[src/rtl/engine_stride_index_sequencer.sv]
// Walks [index_start, index_end) by +/-stride, emitting Vertex-IDs tagged with meta and chunk/last flags.
// First beat 3 cycles after config handshake, then 1 beat/cycle; output register holds under !ready or pause.
module engine_stride_index_sequencer #(
  parameter int ADDR_WIDTH = 32,
  parameter int META_WIDTH = 32
) (
  input  logic                  i_ap_clk,
  input  logic                  i_areset,
  input  logic                  i_config_valid,
  input  logic [ADDR_WIDTH-1:0] i_config_index_start,
  input  logic [ADDR_WIDTH-1:0] i_config_index_end,
  input  logic [ADDR_WIDTH-1:0] i_config_stride,
  input  logic [ADDR_WIDTH-1:0] i_config_granularity,
  input  logic                  i_config_increment,
  input  logic                  i_config_decrement,
  input  logic [META_WIDTH-1:0] i_config_meta,
  output logic                  o_config_ready,
  input  logic                  i_pause,
  output logic                  o_index_out_valid,
  input  logic                  i_index_out_ready,
  output logic [ADDR_WIDTH-1:0] o_index_out_index,
  output logic [META_WIDTH-1:0] o_index_out_meta,
  output logic                  o_index_out_chunk_last,
  output logic                  o_index_out_last,
  output logic                  o_done,
  output logic                  o_busy
);

  typedef enum logic [2:0] {
    S_RESET, S_IDLE, S_SETUP, S_START, S_BUSY, S_PAUSE, S_DONE
  } state_t;

  localparam logic [ADDR_WIDTH-1:0] ONE = {{(ADDR_WIDTH-1){1'b0}}, 1'b1};

  state_t                r_state;
  state_t                w_state_nxt;
  logic [ADDR_WIDTH-1:0] r_cur;
  logic [ADDR_WIDTH-1:0] r_end;
  logic [ADDR_WIDTH-1:0] r_stride;
  logic [ADDR_WIDTH-1:0] r_gran;
  logic [ADDR_WIDTH-1:0] r_chunk_cnt;
  logic                  r_inc;
  logic                  r_dec;
  logic [META_WIDTH-1:0] r_meta;
  logic                  r_seq_end;
  logic                  r_out_valid;
  logic [ADDR_WIDTH-1:0] r_out_index;
  logic [META_WIDTH-1:0] r_out_meta;
  logic                  r_out_chunk_last;
  logic                  r_out_last;

  logic                  w_hs;
  logic                  w_launch;
  logic                  w_accept;
  logic                  w_slot_free;
  logic                  w_dir_up;
  logic                  w_dir_dn;
  logic                  w_empty;
  logic                  w_carry;
  logic [ADDR_WIDTH-1:0] w_sum;
  logic [ADDR_WIDTH-1:0] w_diff;
  logic [ADDR_WIDTH-1:0] w_next_cur;
  logic                  w_last;
  logic                  w_gran_end;
  logic                  w_chunk_last;

  assign w_accept    = r_out_valid && i_index_out_ready;
  assign w_slot_free = !r_out_valid || i_index_out_ready;
  assign w_dir_up    = r_inc && !r_dec;
  assign w_dir_dn    = r_dec && !r_inc;
  assign w_empty     = !(w_dir_up || w_dir_dn) ||
                       (w_dir_up && (r_cur >= r_end)) ||
                       (w_dir_dn && (r_cur <= r_end));

  // Carry out of the adder means the next up-index would wrap past the address space.
  assign {w_carry, w_sum} = {1'b0, r_cur} + {1'b0, r_stride};
  assign w_diff       = r_cur - r_stride;
  assign w_next_cur   = w_dir_up ? w_sum : w_diff;
  assign w_last       = w_dir_up ? (w_carry || (w_sum >= r_end))
                                 : ((r_cur < r_stride) || (w_diff <= r_end));
  assign w_gran_end   = (r_chunk_cnt == (r_gran - ONE));
  assign w_chunk_last = w_gran_end || w_last;

  always_ff @(posedge i_ap_clk or posedge i_areset) begin
    if (i_areset) r_state <= S_RESET;
    else          r_state <= w_state_nxt;
  end

  always_comb begin
    w_state_nxt = r_state;
    w_hs        = 1'b0;
    w_launch    = 1'b0;
    case (r_state)
      S_RESET: w_state_nxt = S_IDLE;
      S_IDLE: begin
        if (i_config_valid) begin
          w_hs        = 1'b1;
          w_state_nxt = S_SETUP;
        end
      end
      S_SETUP: w_state_nxt = S_START;
      S_START: begin
        // The first beat is loaded on the way into BUSY so it is visible at T+3.
        if (w_empty)      w_state_nxt = S_DONE;
        else if (i_pause) w_state_nxt = S_PAUSE;
        else begin
          w_launch    = 1'b1;
          w_state_nxt = S_BUSY;
        end
      end
      S_BUSY: begin
        if (r_seq_end) begin
          if (w_accept)     w_state_nxt = S_DONE;
          else if (i_pause) w_state_nxt = S_PAUSE;
        end else if (i_pause) begin
          w_state_nxt = S_PAUSE;
        end else if (w_slot_free) begin
          w_launch = 1'b1;
        end
      end
      S_PAUSE: begin
        if (r_seq_end && w_accept) w_state_nxt = S_DONE;
        else if (!i_pause)         w_state_nxt = S_BUSY;
      end
      S_DONE:  w_state_nxt = S_IDLE;
      default: w_state_nxt = S_RESET;
    endcase
  end

  always_ff @(posedge i_ap_clk or posedge i_areset) begin
    if (i_areset) begin
      r_cur            <= '0;
      r_end            <= '0;
      r_stride         <= '0;
      r_gran           <= '0;
      r_chunk_cnt      <= '0;
      r_inc            <= 1'b0;
      r_dec            <= 1'b0;
      r_meta           <= '0;
      r_seq_end        <= 1'b0;
      r_out_valid      <= 1'b0;
      r_out_index      <= '0;
      r_out_meta       <= '0;
      r_out_chunk_last <= 1'b0;
      r_out_last       <= 1'b0;
    end else begin
      if (w_hs) begin
        r_cur    <= i_config_index_start;
        r_end    <= i_config_index_end;
        r_stride <= i_config_stride;
        r_gran   <= i_config_granularity;
        r_inc    <= i_config_increment;
        r_dec    <= i_config_decrement;
        r_meta   <= i_config_meta;
      end
      if (r_state == S_SETUP) begin
        if (r_stride == '0) r_stride <= ONE;
        if (r_gran == '0)   r_gran   <= ONE;
        r_chunk_cnt <= '0;
        r_seq_end   <= 1'b0;
      end
      if (w_launch) begin
        r_out_valid      <= 1'b1;
        r_out_index      <= r_cur;
        r_out_meta       <= r_meta;
        r_out_chunk_last <= w_chunk_last;
        r_out_last       <= w_last;
        r_cur            <= w_next_cur;
        r_chunk_cnt      <= w_gran_end ? '0 : r_chunk_cnt + ONE;
        r_seq_end        <= w_last;
      end else if (w_accept) begin
        r_out_valid <= 1'b0;
      end
    end
  end

  assign o_config_ready         = (r_state == S_IDLE);
  assign o_done                 = (r_state == S_DONE);
  assign o_busy                 = (r_state != S_IDLE) && (r_state != S_RESET);
  assign o_index_out_valid      = r_out_valid;
  assign o_index_out_index      = r_out_index;
  assign o_index_out_meta       = r_out_meta;
  assign o_index_out_chunk_last = r_out_chunk_last;
  assign o_index_out_last       = r_out_last;

endmodule

[config.mk]
export PLATFORM = sky130hd
export DESIGN_NAME = engine_stride_index_sequencer
export DESIGN_NICKNAME = d
export VERILOG_FILES = /design/src/rtl/engine_stride_index_sequencer.sv
export SDC_FILE = /design/constraint.sdc
export NUM_CORES = 1
export LEC_CHECK = 0
export ABC_AREA = 1
export CORE_ASPECT_RATIO = 0.6
export CORE_MARGIN = 2
export CORE_UTILIZATION = 50
export CTS_BUF_LIST = sky130_fd_sc_hd__clkbuf_4 sky130_fd_sc_hd__clkbuf_8
export DETAILED_ROUTE_END_ITERATION = 16
export DONT_BUFFER_PORTS = 1
export PLACE_DENSITY_LB_ADDON = 0.15
export REMOVE_ABC_BUFFERS = 1
export SYNTH_ARGS = -nofsm -noshare
export SYNTH_HDL_FRONTEND = slang
export SYNTH_SLANG_ARGS = --single-unit
export TNS_END_PERCENT = 50
[constraint.sdc]
create_clock -name i_ap_clk -period 12.3 [get_ports i_ap_clk]
set_input_delay 3.075 -clock i_ap_clk [delete_from_list [all_inputs] [get_ports i_ap_clk]]
set_output_delay 3.075 -clock i_ap_clk [all_outputs]
set_load 0.05 [all_outputs]
# --- Word-level counts from Yosys, hierarchy flattened ---
# Index checks and enable logic that the tools add are counted.
word_totals:
  register_bits: 265
  input_bits: 167
  output_inout_bits: 70
  elab_cells: 95
op_classes:
  addsub: 4
  magnitude_cmp: 5
  n_eq_ne: 10
  n_mux: 34
  reduce_logical: 27
ops:
  columns: ["cell", "count"]
  rows:
  - ["2-to-1 mux 32 bit", 12]
  - [">= comparator 32 bit", 2]
  - ["less-or-equal comparator 32 bit", 2]
  - ["zero test 32 bit", 2]
  - ["adder 32 x 32 -> 33 bit", 1]
  - ["adder 32 x 1 -> 32 bit, second input constant", 1]
  - ["equality test 32 bit", 1]
  - ["less-than comparator 32 bit", 1]
  - ["subtractor 32 x 1 -> 32 bit, second input constant", 1]
  - ["subtractor 32 bit", 1]
  - ["2-to-1 mux 3 bit", 6]
  - ["one-hot mux 3 bit (6 select lines)", 1]
  - ["2-to-1 mux 1 bit", 13]
  - ["equality test 3 bit, second input constant", 3]
  - ["logical AND 1 bit", 7]
  - ["logical OR 1 bit", 7]
  - ["equality test 3 x 2 -> 1 bit, second input constant", 2]
  - ["nonzero test 2 bit", 3]
  - ["zero test 1 bit", 4]
  - ["equality test 3 x 1 -> 1 bit, second input constant", 1]
  - ["zero test 3 bit", 1]
  - ["inequality test 3 x 1 -> 1 bit, second input constant", 1]
  - ["inequality test 3 bit, second input constant", 1]
  - ["nonzero test 3 bit", 1]
  - ["other kinds (5)", 5]

# --- Longest topological paths before layout ---
logic_depth:
  ltp_word: 9
  ltp_mapped: 30
  depth_no_buf: 30

# --- Least setup slack after synthesis ---
# Ideal clock, no wire load.
synth_path:
  path_type: "reg2out"
  start: "reg r_state[0]"
  end: "out o_done"
  t_arrival_ns: 1.499
  required_time_ns: 9.225
  slack_ns: 7.726
  path_stages_with_launch: 2
  path_buffers: 0
  path_cell_list: "dfrtp_1 -> nor3_1"
synth_between:
  elab_chain_cells: 1
synth_lines:
  columns: ["item", "line_no", "rtl"]
  rows:
  - ["start: declaration", "35", "state_t r_state;"]
  - ["start signal: assignment", "86", "else r_state <= w_state_nxt;"]
  - ["equality test 3 bit", "178", "assign o_done = (r_state == S_DONE);"]
  - ["end: declaration", "25", "output logic o_done,"]
# No other way between the ends.

# --- Worst setup path after layout ---
layout_path:
  start: "reg r_cur[15]"
  end: "reg r_out_chunk_last, in the netlist o_index_out_chunk_last"
layout_between:
  elab_chain_cells: 6
  elab_cells_between_ends: 17
  classes_between: "add/sub (2); order compare (5); mux (3); reduce/logical (7)"
layout_lines:
  columns: ["item", "line_no", "rtl"]
  rows:
  - ["start: declaration", "37", "logic [ADDR_WIDTH-1:0] r_cur;"]
  - ["start signal: assignment", "148", "r_cur <= i_config_index_start;"]
  - ["start signal: assignment", "168", "r_cur <= w_next_cur;"]
  - ["parallel branches: the longest is 6 deep, another holds subtractor 32 bit", null, null]
  - ["end signal: assignment", "166", "r_out_chunk_last <= w_chunk_last;"]
  - ["end: declaration", "49", "logic r_out_chunk_last;"]
# Several ways; the timed one is not identified.
# A chain may end at the register's enable or synchronous reset.

==> flow_metrics.py <==
metrics = {
    "outcome": {
        "outcome": "finished, final reports clean",
    },
    "global_routing": {
        "overflow": 0,
        "antenna_found_initial": 0,
        "grt_max_degree": 153,
        "grt_usage_pct": 32.88,
        "grt_pass1_vias": 17060,
        "grt_first_pass_wirelength_um": 101600,
    },
    "critical_path": {
        "end_kind": "flop",
        "r2r-start": "r_cur[15]",
        "r2r-end": "o_index_out_chunk_last",
        "path_max_fanout": 6,
        "crit_type": "flop to flop",
        "cp_slowest_stage_delay_ns": 0.56,
        "slowest_stage": "a21oi_1",
        "path_cells": "ha_1 -> inv_1 -> a21oi_1 -> o21ai_0 -> a21oi_1 -> nand3_1 -> a21oi_1 -> nand2_1 -> and2_1 -> ha_1 -> nand2_1 -> nor2_1 -> nand4_1 -> nor2_1 -> nand4_1 -> nand3_1 -> o21ai_0 -> nand2_1 -> inv_1 -> nand2_1 -> nand2_1 -> nand2_1",
        "rrSetupSlack_ns": 7.04,
        "worstPathRequired_ns": 12.82,
        "cpMostUsedCell": "nand2_1",
        "r2r_cells": 22,
        "crit_start": "r_cur[15]",
        "crit_end": "o_index_out_chunk_last",
        "critPathArrivalTime_ns": 5.79,
        "critPathLaunchType": "flop",
    },
    "detailed_routing": {
        "wl_per_cell_um": 20.34,
        "finalWirelength_um": 67630,
        "ant_nets": 0,
        "wl_met1_um": 34650,
        "top_layer": "met4",
        "num_vias": 18690,
        "first_pass_iters": 5,
        "vias_per_cell": 5.620,
        "drt_iter0_drc": 2050,
        "wl_met2_um": 24020,
        "drc": 0,
        "met3_length_um": 8083,
    },
    "timing": {
        "setup-violations-final": 0,
        "finalMaxSlewViolations": 0,
        "max_freq_mhz": 190.0,
        "rsz0062_at_grt": "false",
        "period_share_pct": 42.79,
        "slew_headroom_pct": 12.50,
        "hold_viol_final": 0,
        "worstMarginPinSlew_ns": 1.294,
        "fin_skew_ns": 0.03450,
        "period_needed_ns": 5.264,
        "whs_ns": 0.4675,
    },
    "die": {
        "rows": 56,
        "core-area_mm2": 0.03882,
        "die_w_um": 259.5,
        "die-area_mm2": 0.04081,
        "ios": 237,
        "die_h_um": 157.3,
        "start_util_pct": 50.44,
    },
    "clock_network": {
        "cts_resized": 0,
        "cts_tree": "built",
        "root_buffer": "clkbuf_8",
        "insertion_delay_ns": 0.62,
        "holdBufCountCts": 0,
        "post_cts_buffers": 0,
        "numCtsBuffers": 42,
        "cts_buffer_depth": 3,
        "cts_max_level": 2,
        "clk_pin_slew_ns": 0.07,
        "clock_sinks": 265,
    },
    "synthesis": {
        "ys_seq_area_share_pct": 33.87,
        "avgSynthCellArea_um2": 6.931,
        "ys_types": 48,
        "syn_inst": 2825,
        "yosysWarnings": 0,
        "ys_ff_latch": 265,
        "synth_area_mm2": 0.01958,
    },
    "finish": {
        "antennaDiodeCount": 0,
        "fillerInstances": 3918,
        "drive_gt1_share_pct": 4.174,
        "area_growth_pct": 6.313,
        "finish.net_count": 3102,
    },
    "placement": {
        "gp_congestion": 0.9970,
        "place_hpwl_um": 52510,
        "portBuffers": 0,
    },
    "flow_run": {
        "cap_viol_max_count": 0,
    },
    "worst_hold_path": {
        "min_path_type": "flop to flop",
    },
}
==> metal layers <==
metal	vias up	GRT usage (%)
met4	0	5.556
met1	8823	54.24
met3	76	10.66
li1	8925	-
met2	861	39.95
met5	-	0
==> placed cells by master, fill, tap and decap left out, types with 5 or more instances in the layout <==
cell type | synthesis | final
a21oi_1 | 130 | 130
and2_1 | 21 | 21
buf_4 | 2 | 9
clkbuf_4 | 0 | 10
clkbuf_8 | 0 | 56
clkinv_2 | 0 | 6
dfrtp_1 | 265 | 265
ha_1 | 162 | 162
inv_1 | 311 | 310
mux2i_1 | 8 | 8
nand2_1 | 976 | 975
nand3_1 | 131 | 130
nand3b_1 | 31 | 31
nand4_1 | 78 | 78
nor2_1 | 214 | 212
nor2_2 | 6 | 7
nor2_4 | 4 | 5
nor3_1 | 29 | 28
nor4_1 | 23 | 23
o21a_1 | 6 | 6
o21ai_0 | 167 | 167
o21bai_1 | 13 | 13
xnor2_1 | 15 | 15
xor2_1 | 85 | 85
==> synthesized netlist by cell type (all sizes together) <==
library cell / n / area [um2]
nor4: 23 / 143.9
xnor3: 1 / 22.52
o21bai: 13 / 97.59
or2: 5 / 31.28
a31o: 1 / 8.760
xor3: 1 / 23.77
nor3: 29 / 145.1
nor4b: 2 / 17.52
clkinv: 2 / 7.510
buf: 47 / 250.2
nand2: 978 / 3681
clkbuf: 61 / 231.5
inv: 316 / 1186
xnor2: 15 / 131.4
a21oi: 130 / 650.6
nand4: 78 / 488.0
fa: 2 / 40.04
nand3: 133 / 675.7
ha: 162 / 2027
nand3b: 31 / 232.7
and2: 21 / 131.4
mux2i: 8 / 80.08
o22ai: 1 / 6.260
a21o: 3 / 22.52
nor2: 224 / 885.8
o221ai: 2 / 17.52
o211ai: 2 / 15.01
o311ai: 1 / 8.760
a21boi: 1 / 7.510
nor3b: 2 / 15.01
a31oi: 3 / 18.77
xor2: 85 / 744.5
dfrtp: 265 / 6631
o21a: 6 / 45.04
o21ai: 171 / 859.6
==> cells by family after synthesis <==
family,count (synthesis),share of synthesized area (%)
adders and majority gates,164,10.56
buffers and inverters,426,8.556
AOI/OAI and AO/OA,334,8.978
DFF,265,33.87
xor gates and xnor gates,102,4.709
and+or+nand+nor,1526,32.93
muxes,8,0.4090
==> metrics by stage <==
step	instances	worst slack (ns)	TNS, ns	instance area, um2	util [%]
after floorplan	2717	-1.278	-67.06	19100	-
after global placement	3249	6.556	0	19880	51.21
after detailed placement	3249	6.486	0	19880	51.21
after CTS	3325	7.100	0	20820	53.63
after global routing	3325	6.863	0	20820	53.63
final	3325	7.036	0	20820	53.63
==> layout make-up <==
type / instances / area, um2 / share of cell area, %
inverters: 318 / 1202 / 5.776
well taps: 522 / 653.1 / 3.137
clock inverters: 10 / 95.09 / 0.4568
clock buffers: 66 / 845.8 / 4.063
repair buffers: 10 / 87.58 / 0.4207
multi-input cells: 2134 / 11300 / 54.29
flip-flops and latches: 265 / 6631 / 31.85
==> registers in the layout, indices dropped and copies added (netlist names) <==
register and count:
o_index_out_meta 32, o_index_out_valid 1, o_index_out_chunk_last 1, r_state 3, r_meta 32, r_end 32
r_gran 32, o_index_out_index 32, r_dec 1, r_stride 32, r_cur 32, r_inc 1
o_index_out_last 1, r_seq_end 1, r_chunk_cnt 32
==> critical path, delay by kind of cell (launching register included) <==
kind            cells  cell delay (ns)
fa+ha+maj           2             0.78
buf+inv             2             0.19
flops               1             0.45
compound gates      5             1.64
simple gates       13             2.11
==> worst min-delay path by stage <==
stage,cells past startpoint,to,slack [ns],start
floorplan,2,r_meta[0],0.44,r_meta[0]
global placement,2,r_meta[27],0.45,r_meta[27]
detailed placement,2,r_meta[8],0.46,r_meta[8]
CTS,2,o_index_out_meta[22],0.47,r_meta[22]
global route,2,r_meta[21],0.49,r_meta[21]
finish,2,o_index_out_meta[22],0.47,r_meta[22]
Power is not shown: default switching activity piles up to over one toggle a cycle in this logic, so the estimate is an artifact.
